<file path="config.mk">
export PLATFORM = sky130hd
export DESIGN_NAME = sram_ctrl_flat
export DESIGN_NICKNAME = d
export VERILOG_FILES = /design/src/rtl/sram_ctrl_if.sv /design/src/rtl/sram_ctrl.sv /design/src/flat_wrapper.sv
export SDC_FILE = /design/constraint.sdc
export NUM_CORES = 1
export LEC_CHECK = 0
export ABC_CLOCK_PERIOD_IN_PS = 2300
export BUFFER_PORTS_ARGS = -buffer_cell sky130_fd_sc_hd__buf_4
export CAP_MARGIN = 20
export CORE_AREA = 2 2 68 70
export CTS_CLUSTER_DIAMETER = 150
export DETAILED_ROUTE_END_ITERATION = 16
export DIE_AREA = 0 0 70 72
export PLACE_DENSITY = 0.66
export SYNTH_ARGS = -nofsm -noshare
export SYNTH_HDL_FRONTEND = slang
export SYNTH_SLANG_ARGS = --single-unit
</file>
<file path="constraint.sdc">
create_clock -name sys_clk -period 2.3 [get_ports sys_clk]
set_input_delay 0.46 -clock sys_clk [delete_from_list [all_inputs] [get_ports sys_clk]]
set_output_delay 0.46 -clock sys_clk [all_outputs]
set_load 0.05 [all_outputs]
</file>
<file path="src/rtl/sram_ctrl_if.sv">
// CPU-side byte bus between the system bus decode and the SRAM controller.
`timescale 1ns/1ps
interface sram_ctrl_if #(
    parameter int ADDR_W = 16
) ();
    logic              cs;
    logic [ADDR_W-1:0] addr;
    logic              rd_req;
    logic              wr_en;
    logic [7:0]        wr_data;
    logic [7:0]        rd_data;
    logic              ready;

    modport master (
        output cs, addr, rd_req, wr_en, wr_data,
        input  rd_data, ready
    );

    modport slave (
        input  cs, addr, rd_req, wr_en, wr_data,
        output rd_data, ready
    );
endinterface

</file>
<file path="src/rtl/sram_ctrl.sv">
// Asynchronous SRAM controller: turns single-byte CPU requests into timed
// ce_n/oe_n/we_n strobe sequences, stalling the CPU with ready while busy.
`timescale 1ns/1ps
module sram_ctrl #(
    parameter int ADDR_W  = 16,
    parameter int RD_WAIT = 3,
    parameter int WR_WAIT = 2
) (
    input  logic              sys_clk,
    input  logic              reset_n,
    sram_ctrl_if.slave        bus,
    output logic [ADDR_W-1:0] sram_addr,
    output logic [7:0]        sram_dq_out,
    input  logic [7:0]        sram_dq_in,
    output logic              sram_dq_oe,
    output logic              sram_ce_n,
    output logic              sram_oe_n,
    output logic              sram_we_n
);

    localparam int MAX_WAIT = (RD_WAIT > WR_WAIT) ? RD_WAIT : WR_WAIT;
    localparam int CNT_W    = (MAX_WAIT > 1) ? $clog2(MAX_WAIT) : 1;
    localparam logic [CNT_W-1:0] RD_LOAD = CNT_W'(RD_WAIT - 1);
    localparam logic [CNT_W-1:0] WR_LOAD = CNT_W'(WR_WAIT - 1);

    typedef enum logic [2:0] {
        IDLE,
        RD_ACT,
        WR_SETUP,
        WR_PULSE,
        WR_HOLD
    } state_t;

    state_t            state, state_nx;
    logic [CNT_W-1:0]  cnt, cnt_nx;
    logic [ADDR_W-1:0] addr_nx;
    logic [7:0]        dq_out_nx, rd_data_nx;
    logic              dq_oe_nx, ce_n_nx, oe_n_nx, we_n_nx, ready_nx;

    // NOTE: defaults first so every path assigns every signal and no latch is inferred.
    always_comb begin
        state_nx   = state;
        cnt_nx     = cnt;
        addr_nx    = sram_addr;
        dq_out_nx  = sram_dq_out;
        rd_data_nx = bus.rd_data;
        dq_oe_nx   = sram_dq_oe;
        ce_n_nx    = sram_ce_n;
        oe_n_nx    = sram_oe_n;
        we_n_nx    = sram_we_n;
        ready_nx   = bus.ready;

        case (state)
            IDLE: begin
                // A write wins over a simultaneous read; the read is dropped.
                if (bus.cs && bus.wr_en) begin
                    addr_nx   = bus.addr;
                    dq_out_nx = bus.wr_data;
                    ce_n_nx   = 1'b0;
                    dq_oe_nx  = 1'b1;
                    ready_nx  = 1'b0;
                    state_nx  = WR_SETUP;
                end else if (bus.cs && bus.rd_req) begin
                    addr_nx  = bus.addr;
                    ce_n_nx  = 1'b0;
                    oe_n_nx  = 1'b0;
                    ready_nx = 1'b0;
                    cnt_nx   = RD_LOAD;
                    state_nx = RD_ACT;
                end
            end
            RD_ACT: begin
                if (cnt == '0) begin
                    rd_data_nx = sram_dq_in;
                    ce_n_nx    = 1'b1;
                    oe_n_nx    = 1'b1;
                    ready_nx   = 1'b1;
                    state_nx   = IDLE;
                end else begin
                    cnt_nx = cnt - CNT_W'(1);
                end
            end
            WR_SETUP: begin
                we_n_nx  = 1'b0;
                cnt_nx   = WR_LOAD;
                state_nx = WR_PULSE;
            end
            WR_PULSE: begin
                if (cnt == '0) begin
                    we_n_nx  = 1'b1;
                    state_nx = WR_HOLD;
                end else begin
                    cnt_nx = cnt - CNT_W'(1);
                end
            end
            WR_HOLD: begin
                ce_n_nx  = 1'b1;
                dq_oe_nx = 1'b0;
                ready_nx = 1'b1;
                state_nx = IDLE;
            end
            default: state_nx = IDLE;
        endcase
    end

    // NOTE: non-blocking assignments so every register samples pre-edge values together.
    always_ff @(posedge sys_clk) begin
        if (!reset_n) begin
            state       <= IDLE;
            cnt         <= '0;
            sram_addr   <= '0;
            sram_dq_out <= '0;
            bus.rd_data <= '0;
            sram_dq_oe  <= 1'b0;
            sram_ce_n   <= 1'b1;
            sram_oe_n   <= 1'b1;
            sram_we_n   <= 1'b1;
            bus.ready   <= 1'b1;
        end else begin
            state       <= state_nx;
            cnt         <= cnt_nx;
            sram_addr   <= addr_nx;
            sram_dq_out <= dq_out_nx;
            bus.rd_data <= rd_data_nx;
            sram_dq_oe  <= dq_oe_nx;
            sram_ce_n   <= ce_n_nx;
            sram_oe_n   <= oe_n_nx;
            sram_we_n   <= we_n_nx;
            bus.ready   <= ready_nx;
        end
    end

endmodule

</file>
<file path="src/flat_wrapper.sv">
// flat-port wrapper written by rule: the top's interface ports become plain ports
module sram_ctrl_flat 
#(
    parameter int ADDR_W  = 16,
    parameter int RD_WAIT = 3,
    parameter int WR_WAIT = 2
)
  (sys_clk, reset_n, sram_addr, sram_dq_out, sram_dq_in, sram_dq_oe, sram_ce_n, sram_oe_n, sram_we_n, bus_cs, bus_addr, bus_rd_req, bus_wr_en, bus_wr_data, bus_rd_data, bus_ready);
  sram_ctrl_if #(.ADDR_W(ADDR_W)) bus_i ();
  input  logic sys_clk;
  input  logic reset_n;
  output logic [ADDR_W-1:0] sram_addr;
  output logic [7:0] sram_dq_out;
  input  logic [7:0] sram_dq_in;
  output logic sram_dq_oe;
  output logic sram_ce_n;
  output logic sram_oe_n;
  output logic sram_we_n;
  input wire logic [$bits(bus_i.cs)-1:0] bus_cs;
  input wire logic [$bits(bus_i.addr)-1:0] bus_addr;
  input wire logic [$bits(bus_i.rd_req)-1:0] bus_rd_req;
  input wire logic [$bits(bus_i.wr_en)-1:0] bus_wr_en;
  input wire logic [$bits(bus_i.wr_data)-1:0] bus_wr_data;
  output wire logic [$bits(bus_i.rd_data)-1:0] bus_rd_data;
  output wire logic [$bits(bus_i.ready)-1:0] bus_ready;
  assign bus_i.cs = bus_cs;
  assign bus_i.addr = bus_addr;
  assign bus_i.rd_req = bus_rd_req;
  assign bus_i.wr_en = bus_wr_en;
  assign bus_i.wr_data = bus_wr_data;
  assign bus_rd_data = bus_i.rd_data;
  assign bus_ready = bus_i.ready;
  sram_ctrl #(.ADDR_W(ADDR_W), .RD_WAIT(RD_WAIT), .WR_WAIT(WR_WAIT)) u_core (.sys_clk(sys_clk), .reset_n(reset_n), .bus(bus_i), .sram_addr(sram_addr), .sram_dq_out(sram_dq_out), .sram_dq_in(sram_dq_in), .sram_dq_oe(sram_dq_oe), .sram_ce_n(sram_ce_n), .sram_oe_n(sram_oe_n), .sram_we_n(sram_we_n));
endmodule
</file>
==> flow_summary_export.csv <==
group,metric,value,unit
setup_path,arrival,1.89,ns
setup_path,max_stage_delay,0.72,ns
setup_path,crit_path_end,"u_core.cnt[0]",
drt,drt-met1-wl,1.94,mm
drt,drtPass1Iterations,6,
setup_path,worst-path-stages,3,
global_route,grt_max_degree,29,
logic_synthesis,synth-xor-area-share,0,
global_route,track_usage,0.164,
pwr,powerDensity,779,nW/um2
logic_synthesis,synth_edf_count,0,
drt,wl_met2,1.94,mm
sta,drv_slew,0,
setup_path,cp-end-kind,"register",
logic_synthesis,ys_types,32,
setup_path,reg2reg_to,"u_core.cnt[0]",
pwr,p_comb_frac,0.300,
floorplan,row_count,24,
logic_synthesis,syn_avg_cell_area,8.46,um2
drt,vias_per_cell,5.04,
setup_path,critical_path_buf_inv_count,0,
clock_tree,cts_resized,0,
layout,fin_util,0.543,
min_path,hp-class,"in -> reg",
logic_synthesis,synth_simple_gate_area_frac,0.192,
drt,wire_per_inst,13.3,um
logic_synthesis,synth_top_family_by_area,"compound AO/OA/AOI/OAI gates",
floorplan,dieArea,5040,um2
floorplan,start_util,0.395,
setup_path,cp.required,2.48,ns
pwr,max-vdd-ir-drop,0.000390,V
logic_synthesis,synth_cells,199,
sta,whs,0.416,ns
clock_tree,cts_sinks,41,
global_route,grt_overflow,0,
clock_tree,tritoncts.num_buffers,5,
global_route,grt_pass1_wl,6.66,mm
setup_path,reg2reg_from,"u_core.state[0]",
setup_path,start_kind,"register",
setup_path,critical_path_class,"reg -> reg",
sta,relSlewSlack,0.694,
pwr,switching_share,0.348,
sta,setup_viol,0,
drt,antenna_left,0,
logic_synthesis,ys.flop_type,"dfxtp_1",
floorplan,die_w,70,um
layout,n_antenna_cell,0,
sta,skew,0.00611,ns
layout,drive_above_1_share,0.340,
logic_synthesis,yosysSeqAreaShare,0.488,
drt,top_layer,"met4",
logic_synthesis,yosysWarnings,0,
setup_path,crit_path_top_delay_cell,"or4b_4",
sta,post-route-period-util,0.744,
min_path,hp-start,"sram_dq_in[1]",
clock_tree,cts_setup_buffers,0,
floorplan,coreArea,4260,um2
sta,rsz0062_at_grt,"no",
sta,worst-slew-pin-transition,0.457,ns
setup_path,cp_top_family,"simple AND/OR/NAND/NOR gates",
setup_path,cp-startpoint,"u_core.state[0]",
status,status,"completed",
clock_tree,clock_path_buffers,2,
flow_run,drv_cap,0,
logic_synthesis,postSynth.asyncResetShare,0,
logic_synthesis,synthMuxAreaShare,0.0245,
clock_tree,clock_latency,0.29,ns
logic_synthesis,yosys.area_share.adder,0.00743,
layout,nets,302,
global_route,grt_pass1_vias,1494,
layout,layout_common_cells,"buf_4, dfxtp_1, a21oi_1, o21ai_0, nand3_1",
drt,routed_wl,4.23,mm
setup_path,r2r_slack,0.59,ns
placement,place_hpwl,2.94,mm
clock_tree,htreeDepth,2,
sta,final_hold_viol_count,0,
clock_tree,holdBufCountCts,0,
layout,mostFrequentLayoutCell,"buf_4",
sta,fin_crit,1.71,ns
sta,fin_tns_setup,0,ns
layout,area_delta_synth_final,37.5,%
placement,place.gp.congestion,0.752,
logic_synthesis,synth_compound_area_frac,0.224,
pwr,clock_power_share,0.249,
pwr,p_seq_frac,0.452,
setup_path,crit_chain,"or4b_4 > o22a_4 > mux2i_1",
drt,dr.first_iter.drc_count,172,
logic_synthesis,syn_nets,237,
sta,max_clock_freq,584,MHz
floorplan,io_pins,74,
global_route,antenna_found_initial,0,
clock_tree,path_clk_slew,0.08,ns
pwr,cellInternalPower,1.18,mW
floorplan,die_y,72,um
placement,numPortBuffers,73,
drt,wl_met3,298,um
pwr,power_switching,627,uW
clock_tree,cts_root_buffer,"clkbuf_8",
drt,drc,0,
drt,dr_total_vias,1597,
clock_tree,cts_tree,"built",
logic_synthesis,ys_ff_latch,41,
setup_path,critPathMaxFanout,28,
logic_synthesis,synth_area,1680,um2
pwr,leakagePower,0.988,nW
pwr,fin_total_pwr,1.80,mW
setup_path,r2r_cells,3,
[area by class of cell]
| cell class | count | area [um2] |
|---|---|---|
| Clock buffer | 6 | 72.6 |
| Clock inverter | 2 | 10.0 |
| Fill cell | 431 | 1950 |
| Inverter | 4 | 15.0 |
| Multi-Input combinational cell | 135 | 753 |
| Sequential cell | 41 | 821 |
| Tap cell | 52 | 65.1 |
| Timing Repair Buffer | 77 | 578 |
[routing by layer]
layer  global-route usage  up-vias
met5                    0        -
met4               0.0556        0
met3               0.0583        6
met2                0.263       47
met1                0.207      721
li1                     -      823
[power groups by stage]
stage	registers [mW]	clock network (mW)	logic, mW
floorplan	0.985	0	0.227
global placement	0.830	0	0.541
detailed placement	0.830	0	0.546
CTS	0.815	0.460	0.547
global route	0.822	0.491	0.582
finish	0.815	0.448	0.540
[stage by stage]
| stage | std cells | area, um2 | worst slack (ns) |
|---|---|---|---|
| 6_report | 317 | 2310 | 0.588 |
| 5_1_grt | 317 | 2310 | 0.499 |
| 4_1_cts | 317 | 2310 | 0.566 |
| 3_5_place_dp | 309 | 2230 | 0.585 |
| 3_3_place_gp | 309 | 2230 | 0.592 |
| 2_1_floorplan | 199 | 1680 | 0.742 |
[sequential cells by signal, indices dropped and copies added, names as in the netlist]
signal / count
u_core.bus.rd_data: 8
u_core.cnt: 2
u_core.sram_addr: 16
u_core.sram_ce_n: 1
u_core.sram_dq_oe: 1
u_core.sram_dq_out: 8
u_core.sram_oe_n: 1
u_core.sram_we_n: 1
u_core.state: 3
[kinds of logic (layout without fill, tap and decap cells)]
family                     Yosys count  after routing
AOI/OAI and AO/OA                   69             69
DFF                                 41             41
muxes                                4              4
and+or+nand+nor                     61             61
buffers and inverters               23             89
adders and majority gates            1              1
[cell usage after synthesis, types with 2 or more instances]
cell type	n	area share
nand2b_1	2	0.0074
nor2_1	6	0.013
nand3_1	25	0.074
nor2b_1	2	0.0074
buf_6	2	0.013
buf_2	3	0.0089
dfxtp_1	41	0.49
o21ai_1	2	0.0059
mux2i_1	3	0.018
a21oi_1	33	0.098
inv_1	3	0.0067
clkbuf_1	12	0.027
nand2_1	20	0.045
o21ai_0	27	0.080
[how the worst min path moves through the flow]
stage | slack (ns) | cells after the start | end
after floorplan | 0.44 | 2 | u_core.cnt[1]
after global placement | 0.44 | 2 | u_core.bus.rd_data[7]
after detailed placement | 0.45 | 2 | u_core.bus.rd_data[0]
after CTS | 0.41 | 2 | u_core.sram_oe_n
after global routing | 0.40 | 2 | u_core.sram_oe_n
final | 0.42 | 3 | u_core.bus.rd_data[1]
[tightest hold or removal path, stage by stage]
cell and delay, ns:
buf_4 0.11, nand2_1 0.04, a21oi_1 0.05
Power figures use the tool's default switching activity.
